File: config.mk
export PLATFORM = sky130hd
export DESIGN_NAME = apb_gpio_irq
export DESIGN_NICKNAME = d
export VERILOG_FILES = /design/src/rtl/gpio_pkg.sv /design/src/rtl/gpio_sync.sv /design/src/rtl/apb_gpio_irq.sv
export SDC_FILE = /design/constraint.sdc
export NUM_CORES = 1
export LEC_CHECK = 0
export CORE_MARGIN = 2
export CORE_UTILIZATION = 54
export CTS_CLUSTER_SIZE = 12
export DETAILED_ROUTE_END_ITERATION = 6
export HOLD_SLACK_MARGIN = 0.08
export PLACE_DENSITY = 0.8
export SYNTH_ARGS = -nofsm -noshare
export SYNTH_HDL_FRONTEND = slang
export SYNTH_SLANG_ARGS = --single-unit
File: constraint.sdc
create_clock -name PCLK -period 3.3 [get_ports PCLK]
set_input_delay 0.66 -clock PCLK [delete_from_list [all_inputs] [get_ports PCLK]]
set_output_delay 0.66 -clock PCLK [all_outputs]
set_load 0.005 [all_outputs]
File: src/rtl/gpio_pkg.sv
// rtl/gpio_pkg.sv - shared register map and encoding constants for apb_gpio_irq
package gpio_pkg;

  localparam int unsigned REG_DIR     = 0;
  localparam int unsigned REG_OUT     = 1;
  localparam int unsigned REG_IN      = 2;
  localparam int unsigned REG_IE      = 3;
  localparam int unsigned REG_ITYPE   = 4;
  localparam int unsigned REG_IPOL    = 5;
  localparam int unsigned REG_ISTAT   = 6;
  localparam int unsigned REG_OUT_SET = 7;
  localparam int unsigned REG_OUT_CLR = 8;
  localparam int unsigned REG_OUT_TGL = 9;

  // Highest mapped index for each build flavour; anything above raises PSLVERR.
  localparam int unsigned REG_LAST_BASE   = REG_ISTAT;
  localparam int unsigned REG_LAST_ATOMIC = REG_OUT_TGL;

  localparam logic ITYPE_EDGE  = 1'b1;
  localparam logic ITYPE_LEVEL = 1'b0;
  localparam logic IPOL_HIGH   = 1'b1;
  localparam logic IPOL_LOW    = 1'b0;

endpackage

File: src/rtl/gpio_sync.sv
// rtl/gpio_sync.sv - STAGES x WIDTH flop chain bringing asynchronous pad inputs into PCLK
module gpio_sync #(
  parameter int WIDTH  = 8,
  parameter int STAGES = 2
) (
  input  logic             clk,
  input  logic             rst,
  input  logic [WIDTH-1:0] d,
  output logic [WIDTH-1:0] q
);

  logic [WIDTH-1:0] chain [STAGES];

  always_ff @(posedge clk or posedge rst) begin
    if (rst) begin
      for (int i = 0; i < STAGES; i++) chain[i] <= '0;
    end else begin
      chain[0] <= d;
      for (int i = 1; i < STAGES; i++) chain[i] <= chain[i-1];
    end
  end

  assign q = chain[STAGES-1];

endmodule

File: src/rtl/apb_gpio_irq.sv
// rtl/apb_gpio_irq.sv - APB3 GPIO slave with per-pin edge/level interrupts
// Define GPIO_ATOMIC_OUT_EN to add the OUT_SET/OUT_CLR/OUT_TGL registers at indexes 7-9.
module apb_gpio_irq
  import gpio_pkg::*;
#(
  parameter int WIDTH       = 8,
  parameter int ADDR_W      = 4,
  parameter int SYNC_STAGES = 2
) (
  input  logic              PCLK,
  input  logic              PRESET,
  input  logic              PSEL,
  input  logic              PENABLE,
  input  logic              PWRITE,
  input  logic [ADDR_W-1:0] PADDR,
  input  logic [WIDTH-1:0]  PWDATA,
  output logic [WIDTH-1:0]  PRDATA,
  output logic              PREADY,
  output logic              PSLVERR,
  input  logic [WIDTH-1:0]  gpio_i,
  output logic [WIDTH-1:0]  gpio_o,
  output logic [WIDTH-1:0]  gpio_oe,
  output logic              irq
);

`ifdef GPIO_ATOMIC_OUT_EN
  localparam int unsigned REG_LIMIT = REG_LAST_ATOMIC;
`else
  localparam int unsigned REG_LIMIT = REG_LAST_BASE;
`endif

  logic [WIDTH-1:0] dir_q, out_q, ie_q, itype_q, ipol_q, istat_q, prev_q;
  logic [WIDTH-1:0] sync;
  logic [WIDTH-1:0] rdata_sel;
  logic [31:0]      addr_ext;
  logic             access, mapped, wr_en;

  gpio_sync #(
    .WIDTH (WIDTH),
    .STAGES(SYNC_STAGES)
  ) u_sync (
    .clk(PCLK),
    .rst(PRESET),
    .d  (gpio_i),
    .q  (sync)
  );

  assign addr_ext = 32'(PADDR);
  assign access   = PSEL & PENABLE;
  assign mapped   = (addr_ext <= REG_LIMIT);
  assign wr_en    = access & PWRITE & mapped;
  assign PREADY   = 1'b1;
  assign PSLVERR  = access & ~mapped;

  always_comb begin
    rdata_sel = '0;
    case (addr_ext)
      REG_DIR:   rdata_sel = dir_q;
      REG_OUT:   rdata_sel = out_q;
      REG_IN:    rdata_sel = sync;
      REG_IE:    rdata_sel = ie_q;
      REG_ITYPE: rdata_sel = itype_q;
      REG_IPOL:  rdata_sel = ipol_q;
      REG_ISTAT: rdata_sel = istat_q;
      default:   rdata_sel = '0;
    endcase
  end

  assign PRDATA = (access && !PWRITE && mapped) ? rdata_sel : '0;

  // Interrupt event detection; masks are normalised so 1 = edge mode / rising-high.
  logic [WIDTH-1:0] edge_mask, rise_sel, rise, fall, edge_evt, level_evt;
  logic [WIDTH-1:0] w1c, to_edge, istat_next;

  assign edge_mask = itype_q ^ {WIDTH{~ITYPE_EDGE}};
  assign rise_sel  = ipol_q ^ {WIDTH{~IPOL_HIGH}};
  assign rise      = sync & ~prev_q;
  assign fall      = ~sync & prev_q;
  assign edge_evt  = (rise_sel & rise) | (~rise_sel & fall);
  assign level_evt = ~(sync ^ rise_sel);

  assign w1c     = (wr_en && addr_ext == REG_ISTAT) ? PWDATA : '0;
  assign to_edge = (wr_en && addr_ext == REG_ITYPE)
                 ? ((PWDATA ^ {WIDTH{~ITYPE_EDGE}}) & ~edge_mask) : '0;

  // A new edge beats a same-cycle W1C; a level->edge switch starts from a clean bit.
  assign istat_next = ~to_edge & ((edge_mask & (edge_evt | (istat_q & ~w1c)))
                                | (~edge_mask & level_evt));

  always_ff @(posedge PCLK or posedge PRESET) begin
    if (PRESET) begin
      dir_q   <= '0;
      out_q   <= '0;
      ie_q    <= '0;
      itype_q <= '0;
      ipol_q  <= '0;
      istat_q <= '0;
      prev_q  <= '0;
      irq     <= 1'b0;
    end else begin
      prev_q  <= sync;
      istat_q <= istat_next;
      irq     <= |(istat_q & ie_q);
      if (wr_en) begin
        case (addr_ext)
          REG_DIR:     dir_q   <= PWDATA;
          REG_OUT:     out_q   <= PWDATA;
          REG_IE:      ie_q    <= PWDATA;
          REG_ITYPE:   itype_q <= PWDATA;
          REG_IPOL:    ipol_q  <= PWDATA;
`ifdef GPIO_ATOMIC_OUT_EN
          REG_OUT_SET: out_q   <= out_q | PWDATA;
          REG_OUT_CLR: out_q   <= out_q & ~PWDATA;
          REG_OUT_TGL: out_q   <= out_q ^ PWDATA;
`endif
          default: ;
        endcase
      end
    end
  end

  assign gpio_oe = dir_q;
  assign gpio_o  = out_q;

endmodule

Word-level counts from Yosys, hierarchy flattened:

Cells that the tools add are included.

* register bits after elaboration: 73
* input bits: 25
* word-level logic and storage cells: 59

* magnitude comparators: 1
* eq/ne operators: 6
* multiplexer cells: 4
* bitwise gates (word level): 26
* reductions and logical operators: 12

Operators by type and width (number)
* bitwise AND 8 bit: 10
* inverter 8 bit: 7
* one-hot mux 8 bit (7 select lines): 1
* zero test 32 bit: 1
* 2-to-1 mux 8 bit: 3
* OR 8 bit: 3
* == test 4 x 3 -> 1 bit (second input constant): 3
* AND reduction 2 bit: 5
* == test 4 x 2 -> 1 bit (second input constant): 2
* OR reduction 8 bit: 1
* XOR 8 bit: 1
* bitwise AND 1 bit: 4
* == test 4 x 1 -> 1 bit (second input constant): 1
* less-or-equal comparator 4 x 3 -> 1 bit (second input constant): 1
* logical AND 1 bit: 4
* zero test 1 bit: 1
* inverter 1 bit: 1

Depth between registers and ports, before layout:

Gate-level depths: netlist (run 1).

* depth in word-level cells: 11
* gate-level depth with buffers: 6
* gate-level depth less buffers: 4

Cells and area by module:

From an unflattened synthesis (run 1), not the netlist that was laid out.

* cells, all modules: 278
* area total of the unflattened synthesis: 3558.4 sq um

By module, submodules not included
* apb_gpio_irq: times used 1, cells each 253, area an instance 3094.2 sq um
* gpio_sync: times used 1, cells each 25, area an instance 464.2 sq um

Worst setup path before layout (run 1):

No wires, ideal clock.

* path type: input -> output
* from: input PADDR[0]
* to: output PRDATA[0]
* data arrival time: 1.618 ns
* data required time: 2.640 ns
* setup slack: 1.022 ns
* stages: 5
* buffers on the path: 1
* path through: buf_4 > and2_1 > a22o_1 > a222oi_1 > a21oi_1

* word-level cells in the longest chain between the ends: 3
* elaborated cells on any way between the ends: 11
* those cells by class: order compare (1); eq/ne (6); mux (2); reduce/logical (2)

RTL lines
* start, declared: RTL line apb_gpio_irq.sv:15 `input logic [ADDR_W-1:0] PADDR,`
* zero test 32 bit, or another cell as far along: RTL line apb_gpio_irq.sv:57 `case (addr_ext)`
* one-hot mux 8 bit (7 select lines) or logical AND 1 bit (tied branches): RTL line apb_gpio_irq.sv:57, apb_gpio_irq.sv:69
* 2-to-1 mux 8 bit *: RTL line apb_gpio_irq.sv:69 `assign PRDATA = (access && !PWRITE && mapped) ? rdata_sel : '0;`
* end, declared: RTL line apb_gpio_irq.sv:17 `output logic [WIDTH-1:0] PRDATA,`

Mark *: on every way between the ends. The rest lies on a longest branch, timed or not.

Final worst setup path (run 1):

* from: input PADDR[0]
* to: output PRDATA[7]

The elaborated chain is that of the path after synthesis.

==> results.txt, run 1 <==
----------------------------------------------------
[Outcome]
  Outcome ... complete, no violations

[Critical path]
  Crit path max fanout ... 8
  Critical path data required time ... ~2.6 ns
  Category of the worst setup path capture point ... output port
  Kind of critical path ... input port to output port
  CP Buf/Inv Count ... 3
  Kind of cell with the highest combined delay on the critical path ... buffers and inverters
  CP startpoint kind ... input port
  Arrival time worst endpoint ... ~2.6 ns
  Longest individual stage delay on the worst path ... ~0.54 ns
  Most used cell along the critical path ... clkdlybuf4s50_1
  Standard cell with the maximum stage delay on the critical path ... clkdlybuf4s50_1
  Crit-path cells ... clkdlybuf4s50_1 -> buf_4 -> mux4_2 -> nor2_1 -> a211oi_2 -> clkdlybuf4s50_1

[CTS]
  Clock root buffer ... clkbuf_8
  TritonCTS clock tree ... yes
  TritonCTS sink count ... between 70 and 80
  H-tree levels ... 3
  Clock buffer count from CTS ... 9
  Clock slew at the register clock pins of the worst setup and hold paths ... approximately 0.08 ns
  Worst-case clock buffer depth ... 2
  Hold buffer count at cts ... 0
  Latest clock arrival within the worst-skew pair ... 0.36 ns

[Route]
  # DRC ... 0
  Vias per std cell ... ~6
  Initial DRC count ... around 160
  Wire length per cell ... 18.9 um
  Pre-Repair DR Iteration Count ... 5
  Via count ... 2523
  WL final ... about 8000 um
  Number of antenna-violating nets in the routed design ... 0

[Power and ir drop]
  Max rail drop VDD ... 0.000446 V
  Switching part of the total power ... 0.281
  Power Internal ... about 1.5 mW
  Flop pwr share ... 0.515
  Clock Power Share ... 0.307
  PD cells ... a little under 500 mW/mm^2
  Leak ... roughly 1.9 nW
  Portion of total power attributed to combinational logic ... 0.177
  P_sw ... 0.601 mW
  Total power consumption of the routed design ... 2.14 mW

[Timing]
  Fin worst setup slack ... about 0.022 ns
  Max frequency ... 0.305 GHz
  Final-report max-slew violation count ... 0
  Post-layout min period ... around 3.3 ns
  Total Negative Setup Slacks ... 0 ns
  Final setup violation count ... 0
  Final Hold Vio Count ... 0
  Max-slew headroom at the worst pin ... 0.539
  Slew at the pin closest to its max-slew limit ... 0.691 ns
  Post-Route Skew ... 0.00848 ns
  Final worst-path cycle share ... 0.993
  RSZ-0062 raised after global routing ... true

[Logic synthesis]
  Number of synthesized register bits ... between 70 and 80
  Cell count after synthesis ... 265
  Area of the mapped netlist ... between 0.003 and 0.004 sq mm
  Syn avg cell area ... between 10 and 15 sq um
  Share of async-settable or async-resettable flops after synthesis ... 1.00
  Multiplexer share of the synthesized area ... 0.197
  Unique masters post-synth ... 39
  Parity-gate share of the synthesized area counting xor and xnor cells ... 0.0103
  Warning count from the yosys run ... 0
  Synth Flop Type ... dfrtp_1
  Synth Area in Simple Gates ... 0.117
  Main combinational cell family by area after synthesis ... multiplexers
  Post-Syn Nets ... 290
  EDFF count, synth ... 0
  Share of synthesized area occupied by flip-flops and latches ... 0.538
  Adder and majority cell fraction of the synthesized area ... 0
  Synth Area in Compound Gates ... 0.115

[GRT]
  Via count of the first global-routing pass ... approximately 2600
  Largest net degree at the start of global routing ... 43
  Met1 track demand over resource ... 0.312
  Met3 Track Usage GR ... 0.0805
  Combined global-route utilization of all metal layers ... 0.243
  Total congestion overflow ... 0
  Most used routing layer ... met2
  Global-route wire length before repair ... 13100 um
  Initial antenna violation count ... 0
  Met2 routing resource usage after global routing ... 0.392

[Die]
  Die area ... a little under 0.007 sq mm
  Row count ... 28
  Number of top-level design ports ... 52
  Width of the die ... about 83 um
  Core outline area ... around 0.0060 sq mm
  Die outline height ... between 80 and 90 um
  Effective utilization at floorplan ... 0.566

[Hold path]
  Path category of the worst min-delay check ... flip-flop to flip-flop

[Place]
  Gp weighted congestion ... roughly 0.85
  Placed inst area ... ~0.0041 sq mm
  Detailed-placement wirelength estimate ... roughly 5600 um
  DP Worst Slack ... -0.0575 ns
  Number of cells in the design after placement ... just over 400
  Count of buffers inserted at the top-level ports ... 50

[Run]
  Max-cap viol count ... 0

[Cells and area]
  Number of nets at the end of the flow ... between 300 and 400
  Number of antenna diodes ... 0
  Summed area of non-filler cells in the final layout ... between 0.004 and 0.005 sq mm
  Area added between synthesis and finish ... 27.8%
  Layout cells sized above 1 ... 0.303
  Post-route insts no fill ... ~420

----------------------------------------------------
## cell usage after synthesis, types with 2 or more instances
cell type   n  area, sq um
dfrtp_1    73         1830
mux2_2     43          484
nand2_1    19         71.3
mux2i_1    14          140
nor2_1     14         52.6
a21oi_1     9         45.0
a311o_1     8         80.1
a211oi_1    6         45.0
a22o_1      6         52.6
and2_1      5         31.3
buf_4       5         37.5
a21boi_0    4         30.0
a221oi_1    4         35.0
a22oi_1     4         30.0
nand3_1     4         20.0
nand3b_1    4         30.0
or2_2       4         25.0
or3b_2      4         35.0
xor2_1      4         35.0
a222oi_1    3         30.0
buf_2       3         15.0
nor2b_1     3         18.8
and3_1      2         12.5
mux4_2      2         45.0
nor4_4      2         42.5
o21ai_0     2         10.0
o32ai_1     2         17.5
## metrics by stage
step / utilization / hold WS (ns)
floorplan: - / 0.331
global placement: 0.688 / 0.333
detailed placement: 0.688 / 0.337
CTS: 0.720 / 0.355
global route: 0.724 / 0.358
finish: 0.724 / 0.352
## flip-flops by register name (all words and copies together) (netlist names)
name          cells
istat_q           8
ie_q              8
gpio_oe           8
u_sync.q          8
edge_mask         8
irq               1
ipol_q            8
gpio_o            8
u_sync.chain      8
prev_q            8
## area by class of cell
cell class / instances / area (sq um)
sequential: 73 / 1830
clock buffer: 10 / 138
multi-input combinational: 181 / 1510
tap: 75 / 93.8
timing repair buffer: 75 / 707
inverter: 2 / 7.51
clock inverter: 6 / 51.3
fill: 432 / 1650
## metal layers
layer  up-vias  wire length [um]  part of all wire
li1       1151                 -                 -
met1      1284              3450              0.43
met2        79              3970              0.50
met3         9               443             0.056
met4         0                98             0.012
met5         -                 0                 0
## power groups by stage
stage	logic, mW	clock network [mW]	registers [mW]
CTS	0.378	0.675	1.10
finish	0.379	0.657	1.10
floorplan	0.212	0	1.09
global route	0.410	0.716	1.12
detailed placement	0.375	0	1.12
global placement	0.363	0	1.11
## cell families after synthesis
group,after synthesis
buf+inv,11
simple gates,67
compound gates,50
mux,59
xor+xnor,4
flops,73
other cells,1
## path summary, 6_finish.rpt
| path | end | from | cells past startpoint | slack (ns) |
|---|---|---|---|---|
| worst min-delay path | u_sync.q[4] | u_sync.chain[12] | 0 | 0.35 |
| worst max register to register | istat_q[5] | u_sync.q[5] | 3 | 1.97 |
| worst max-delay path | PRDATA[7] | PADDR[0] | 6 | 0.02 |
| min in group asynchronous | u_sync.chain[15] | PRESET | 2 | 0.72 |
| worst min register to register | u_sync.q[4] | u_sync.chain[12] | 0 | 0.35 |
| max in group asynchronous | ie_q[4] | PRESET | 3 | 1.91 |
## layout by cell type, fill, tap and decap left out, types with 2 or more instances in the layout
cell type and n:
a211oi_1 4, xor2_1 4, mux4_2 2, o21ai_0 2
or3b_2 4, a311o_1 8, a22oi_1 4, a21boi_0 4
inv_2 2, and3_1 2, a22o_1 6, clkdlybuf4s50_1 46
or2_2 4, inv_6 2, mux2i_1 14, dlygate4sd2_1 2
dlymetal6s2s_1 2, a222oi_1 3, a211oi_2 2, dfrtp_1 73
buf_4 23, a21oi_1 9, nor4_4 2, nand2_1 19
nor2b_1 3, a221oi_1 4, and2_1 5, nand3b_1 4
nor2_1 14, mux2_2 43, clkbuf_8 10, nand3_1 4
clkinv_4 3
## what timing repair did
item	in CTS	in global routing
endpoints found under the setup margin	2	8
setup buffers	0	0
pin swaps	0	5
gates resized for setup	3	5
hold endpoints to repair	0	0
Power figures use the tool's default switching activity.
==> run 2, diff against run 1 <==
- ABC_CLOCK_PERIOD_IN_PS: default -> 3300
- REMOVE_ABC_BUFFERS: default -> 1
==> run 2 against run 1 <==
First-iteration DRC count up 35%. Critical path depth is 2 higher. Wire length is 1.3% lower. Sequential power about the same. Global-route usage down 0.29 points. Critical endpoint is now PRDATA[5].
==> results.txt, run 2 (same netlist as run 1, synthesis figures left out) <==
----------------------------------------------------
[Outcome]
  Outcome ... complete, no violations

[CTS]
  Number of buffers inserted to repair setup after CTS ... 0 (unchanged)
  TritonCTS sink count ... 73 (unchanged)
  Clock buffer count from CTS ... 9 (unchanged)
  H-tree levels ... 3 (unchanged)
  Worst-case clock buffer depth ... 2 (unchanged)
  Clock slew at the register clock pins of the worst setup and hold paths ... 0.08 ns (about the same)
  Latest clock arrival within the worst-skew pair ... 0.35 ns (about the same)
  TritonCTS clock tree ... yes
  Hold buffer count at cts ... 0 (unchanged)
  Clock root buffer ... clkbuf_8

[Timing]
  Worst hold slack across all endpoints ... 0.351 ns (-0.00121 ns)
  Final worst-path cycle share ... 0.981 (-0.0125)
  Post-layout min period ... 3.24 ns (-0.0413 ns)
  Max frequency ... 0.309 GHz (+1.3%)
  Max-slew headroom at the worst pin ... 0.580 (+0.0410)
  Fin worst setup slack ... 0.0628 ns (+0.0413 ns)
  Final setup violation count ... 0 (unchanged)
  Final Hold Vio Count ... 0 (unchanged)
  Slew at the pin closest to its max-slew limit ... 0.629 ns (-0.0622 ns)
  Final-report max-slew violation count ... 0 (unchanged)
  RSZ-0062 raised after global routing ... false
  Post-Route Skew ... 0.00374 ns (-0.00474 ns)

[GRT]
  Largest net degree at the start of global routing ... 41 (-4.7%)
  Total congestion overflow ... 0 (unchanged)
  Initial antenna violation count ... 0 (unchanged)
  Global-route wire length before repair ... 12900 um (-1.1%)
  Combined global-route utilization of all metal layers ... 0.240 (-0.00294)
  Via count of the first global-routing pass ... 2548 (-3.3%)

[Cells and area]
  Number of fillers in the final layout ... 415 (-3.9%)
  Most common library cell in the layout ignoring fill and taps ... dfrtp_1
  Number of nets at the end of the flow ... 369 (+0.54%)
  Final core occ ... 0.732 (+0.00835)
  Number of antenna diodes ... 0 (unchanged)
  Leading cell types in the layout, fill and taps excluded ... dfrtp_1, clkdlybuf4s50_1, mux2_2
  Layout cells sized above 1 ... 0.304 (+0.00113)
  Area added between synthesis and finish ... 29.3%

[Critical path]
  Arrival time worst endpoint ... 2.58 ns (-0.04 ns)
  Crit path max fanout ... 9 (+1)
  Crit-path cells ... clkdlybuf4s50_1 -> buf_4 -> buf_12 -> nor2_4 -> and3_2 -> a222oi_1 -> a21oi_1 -> clkdlybuf4s50_1
  Source of the critical timing path ... PADDR[2]
  Critical R2R Launch ... u_sync.q[3]
  Critical path data required time ... 2.64 ns (about the same)
  CP startpoint kind ... input port
  Standard cell with the maximum stage delay on the critical path ... clkdlybuf4s50_1
  Kind of critical path ... input port to output port
  Category of the worst setup path capture point ... output port
  CP Buf/Inv Count ... 4 (+1)
  Longest individual stage delay on the worst path ... 0.48 ns (-0.06 ns)
  Kind of cell with the highest combined delay on the critical path ... buffers and inverters
  Most used cell along the critical path ... clkdlybuf4s50_1

[Route]
  Vias per std cell ... 5.95 (-0.55%)
  Initial DRC count ... 218 (+35%)
  Wire length per cell ... 18.5 um (-1.8%)
  Number of antenna-violating nets in the routed design ... 0 (unchanged)
  WL final ... 7860 um (-1.3%)
  # DRC ... 0 (unchanged)
  Via count ... 2521 (-0.079%)
  Pre-Repair DR Iteration Count ... 4 (-1)

[Hold path]
  Launch instance of the worst min-delay path ... u_sync.chain[13]
  Path category of the worst min-delay check ... flip-flop to flip-flop

[Die]
  Width of the die ... 83.3 um (unchanged)
  Row count ... 28 (unchanged)
  Die outline height ... 83.3 um (unchanged)
  Effective utilization at floorplan ... 0.566 (unchanged)
  Core outline area ... 0.00599 sq mm (unchanged)
  Number of top-level design ports ... 52 (unchanged)
  Die area ... 0.00693 sq mm (unchanged)

[Place]
  DP Worst Slack ... -0.0280 ns (+0.0294 ns)
  Count of buffers inserted at the top-level ports ... 50 (unchanged)
  Detailed-placement wirelength estimate ... 5640 um (about the same)
  Gp weighted congestion ... 0.886 (+4.2%)

[Power and ir drop]
  PD cells ... 498 mW/mm^2 (+0.98%)
  Leak ... 1.96 nW (+3.4%)
  Total power consumption of the routed design ... 2.18 mW (+2.1%)
  Max rail drop VDD ... 0.000367 V (-18%)

[Run]
  Max-cap viol count ... 0 (unchanged)

----------------------------------------------------
-- run 2: cell type report --
cell class,count,area [sq um],share of cell area
clock buffers,10,128,0.0291
inverters,2,7.51,0.00171
repair buffers,77,752,0.171
well taps,75,93.8,0.0214
multi-input cells,181,1510,0.345
flip-flops and latches,73,1830,0.416
clock inverters,6,67.6,0.0154
-- run 2: metal layers --
layer  wire (um)  global-route usage  share of wire  vias up
li1            -                   -              -     1161
met1        3450               0.307           0.44     1274
met2        3960               0.396           0.50       74
met3         294              0.0666          0.037       12
met4         159              0.0805          0.020        0
met5           0                   0              0        -
-- run 2: worst register-to-register path: stages, from the launching register on --
cell      delay, ns
dfrtp_1        0.43
or3b_2         0.47
a21boi_0       0.18
a311o_1        0.14
-- run 2: metrics by stage --
step           instances  TNS (ns)  area, sq um
3_5_place_dp         408   -0.0488         4150
3_3_place_gp         408         0         4150
4_1_cts              424         0         4350
5_1_grt              424         0         4390
6_report             424         0         4390
2_1_floorplan        256         0         3330
-- run 2: worst paths after layout --
| kind | to | slack (ns) | cells after the start |
|---|---|---|---|
| worst max-delay path | PRDATA[5] | 0.06 | 8 |
| worst min-delay path | u_sync.q[5] | 0.35 | 0 |
| worst max register to register | istat_q[3] | 2.02 | 3 |
| worst min register to register | u_sync.q[5] | 0.35 | 0 |
| max in group asynchronous | gpio_o[2] | 2.14 | 3 |
| min in group asynchronous | ipol_q[7] | 0.60 | 2 |
-- run 2: timing repair --
| item | CTS | global route |
|---|---|---|
| hold endpoints to repair | 0 | 0 |
| setup endpoints to repair | 6 | 7 |
| pin swaps | 1 | 5 |
| resized for setup | 2 | 11 |
-- run 2: report_power, final --
part	switching, mW	internal [mW]	total (mW)	leakage (nW)
registers	0.105	1.00	1.11	0.917
clock network	0.341	0.351	0.693	0.0929
logic	0.146	0.236	0.382	0.950
total	0.593	1.59	2.18	1.96
==> run 3, diff against run 2 <==
- CORE_UTILIZATION: 54 -> 56
- CTS_BUF_LIST: default -> sky130_fd_sc_hd__clkbuf_8
- PLACE_DENSITY: 0.8 -> 0.82
==> run 3 against run 2 <==
Clock skew increased by 0.0054 ns. Largest power group unchanged. Die area decreased by 3.4%. Utilization increased by 0.97 points. Critical path depth decreased by 1. Critical path type unchanged. Design area decreased by 0.46%.
==> results.txt, run 3 (same netlist as run 1, synthesis figures left out) <==
----------------------------------------------------
[Cells and area]
  Total area of multi-input combinational cells ... 0.00152 sq mm (+0.50%)
  Number of nets at the end of the flow ... 369 (unchanged)
  Number of antenna diodes ... 0 (unchanged)
  Register cell area after layout ... 0.00183 sq mm (unchanged)
  Area added between synthesis and finish ... 28.7%
  Final core occ ... 0.742 (+0.00967)
  Number of fillers in the final layout ... 377 (-9.2%)
  Most common library cell in the layout ignoring fill and taps ... dfrtp_1
  Leading cell types in the layout, fill and taps excluded ... dfrtp_1, clkdlybuf4s50_1, mux2_2
  Post-route insts no fill ... 424 (unchanged)
  Layout cells sized above 1 ... 0.312 (+0.00860)

[Route]
  Vias per std cell ... 5.99 (+0.75%)
  # DRC ... 0 (unchanged)
  WL final ... 7960 um (+1.2%)
  Wire length per cell ... 18.8 um (+1.2%)
  Pre-Repair DR Iteration Count ... 4 (unchanged)
  Via count ... 2540 (+0.75%)
  Number of antenna-violating nets in the routed design ... 0 (unchanged)
  Initial DRC count ... 162 (-26%)

[Critical path]
  Crit-path cells ... dlygate4sd2_1 -> buf_4 -> nor2_4 -> and3_1 -> a222oi_1 -> a21oi_1 -> clkdlybuf4s50_1
  Arrival time worst endpoint ... 2.47 ns (-0.11 ns)
  Crit path max fanout ... 6 (-3)
  CP startpoint kind ... input port
  Category of the worst setup path capture point ... output port
  Standard cell with the maximum stage delay on the critical path ... clkdlybuf4s50_1
  Path depth of the worst reg2reg path ... 3 (unchanged)
  Kind of critical path ... input port to output port
  Longest individual stage delay on the worst path ... 0.46 ns (-0.02 ns)
  Critical path data required time ... 2.64 ns (about the same)

[Power and ir drop]
  PD cells ... 508 mW/mm^2 (+2.0%)
  Switching part of the total power ... 0.259 (-0.0127)
  Power Internal ... 1.65 mW (+3.3%)
  Flop pwr share ... 0.497 (-0.011)
  Portion of total power attributed to combinational logic ... 0.169 (-0.006)
  Leak ... 1.90 nW (-2.8%)
  Max rail drop VDD ... 0.000371 V (+1.2%)
  P_sw ... 0.574 mW (-3.2%)
  Clock Power Share ... 0.333 (+0.016)

[Place]
  Number of cells in the design after placement ... 408 (unchanged)
  Count of buffers inserted at the top-level ports ... 50 (unchanged)
  Detailed-placement wirelength estimate ... 5600 um (-0.68%)
  Gp weighted congestion ... 0.901 (+1.6%)

[Hold path]
  Path category of the worst min-delay check ... flip-flop to flip-flop
  Cells on Worst Hold Path ... 0 (unchanged)

[GRT]
  Initial antenna violation count ... 0 (unchanged)
  Combined global-route utilization of all metal layers ... 0.260 (+0.0198)
  Total congestion overflow ... 0 (unchanged)
  Largest net degree at the start of global routing ... 74 (+80%)
  Global-route wire length before repair ... 12800 um (-1.2%)
  Via count of the first global-routing pass ... 2543 (-0.20%)

[CTS]
  Clock root buffer ... clkbuf_8
  H-tree levels ... 3 (unchanged)
  Latest clock arrival within the worst-skew pair ... 0.35 ns (about the same)
  TritonCTS sink count ... 73 (unchanged)
  Worst-case clock buffer depth ... 2 (unchanged)
  Clock slew at the register clock pins of the worst setup and hold paths ... 0.07 ns (about the same)
  TritonCTS clock tree ... yes
  Number of buffers inserted to repair setup after CTS ... 0 (unchanged)
  Clock buffer count from CTS ... 9 (unchanged)

[Timing]
  Max-slew headroom at the worst pin ... 0.396 (-0.184)
  Slew at the pin closest to its max-slew limit ... 0.906 ns (+0.278 ns)
  Final worst-path cycle share ... 0.950 (-0.0310)
  Post-Route Skew ... 0.00918 ns (+0.00544 ns)
  Final-report max-slew violation count ... 0 (unchanged)
  Max frequency ... 0.319 GHz (+3.3%)
  Post-layout min period ... 3.13 ns (-0.102 ns)
  Final Hold Vio Count ... 0 (unchanged)
  RSZ-0062 raised after global routing ... false
  Final setup violation count ... 0 (unchanged)

[Die]
  Core outline area ... 0.00589 sq mm (-1.8%)
  Effective utilization at floorplan ... 0.577 (+0.0101)
  Row count ... 28 (unchanged)
  Die outline height ... 81.8 um (-1.7%)
  Number of top-level design ports ... 52 (unchanged)
  Die area ... 0.00670 sq mm (-3.4%)
  Width of the die ... 81.8 um (-1.7%)

[Run]
  Max-cap viol count ... 0 (unchanged)

[Outcome]
  Outcome ... complete, no violations

----------------------------------------------------
## run 3: changes by cell type in the layout (fill, tap and decap cells not counted), sizes merged
cell           previous run  this run
dlymetal6s2s              5         1
dlygate4sd2               1         3
clkbuf                   10        12
clkdlybuf4s50            44        46
clkinvlp                  2         0
## run 3: final timing paths
check | from | slack (ns) | endpoint
max | PADDR[3] | 0.17 | PRDATA[5]
min | u_sync.chain[9] | 0.35 | u_sync.q[1]
max reg2reg | u_sync.q[5] | 2.02 | istat_q[5]
min reg2reg | u_sync.chain[9] | 0.35 | u_sync.q[1]
max in group asynchronous | PRESET | 1.80 | istat_q[0]
min in group asynchronous | PRESET | 0.87 | u_sync.chain[13]
## run 3: per-stage QoR
step	cell area, sq um	hold WS, ns	total power [mW]	TNS (ns)	setup WS [ns]
after global placement	4130	0.332	1.48	-0.130	-0.0673
after global routing	4370	0.359	2.32	0	0.0299
final	4370	0.351	2.22	0	0.165
after CTS	4340	0.353	2.23	-0.000226	-0.000226
after floorplan	3330	0.331	1.29	0	0.787
after detailed placement	4130	0.336	1.49	-0.136	-0.0520
## run 3: area by class of cell
| cell class | count | share of cell area |
|---|---|---|
| Sequential cell | 73 | 0.418 |
| Inverter | 2 | 0.00172 |
| Tap cell | 75 | 0.0215 |
| Multi-Input combinational cell | 181 | 0.348 |
| Timing Repair Buffer | 77 | 0.162 |
| Clock buffer | 12 | 0.0378 |
| Clock inverter | 4 | 0.0112 |
## run 3: layer usage
layer,track usage,part of all wire,vias up
met5,0,0,-
met4,0.120,0.022,0
met3,0.0473,0.068,16
met2,0.405,0.47,86
met1,0.354,0.44,1283
li1,-,-,1155
## run 3: what timing repair did
item | CTS | global route
resized for setup | 4 | 6
endpoints found under the setup margin | 7 | 7
hold buffers | 0 | 0
pin swaps | 0 | 0
## run 3: power by group through the flow
stage	Combinational [mW]	Sequential, mW	Clock, mW
2_1_floorplan	0.200	1.09	0
3_3_place_gp	0.361	1.11	0
3_5_place_dp	0.372	1.12	0
4_1_cts	0.374	1.10	0.749
5_1_grt	0.410	1.12	0.791
6_report	0.376	1.10	0.740
## run 3: worst max-delay path, delay by kind of cell
kind,cells,cell delay (ns)
buffers and inverters,3,1.04
and+or+nand+nor,2,0.28
AOI/OAI and AO/OA,2,0.48
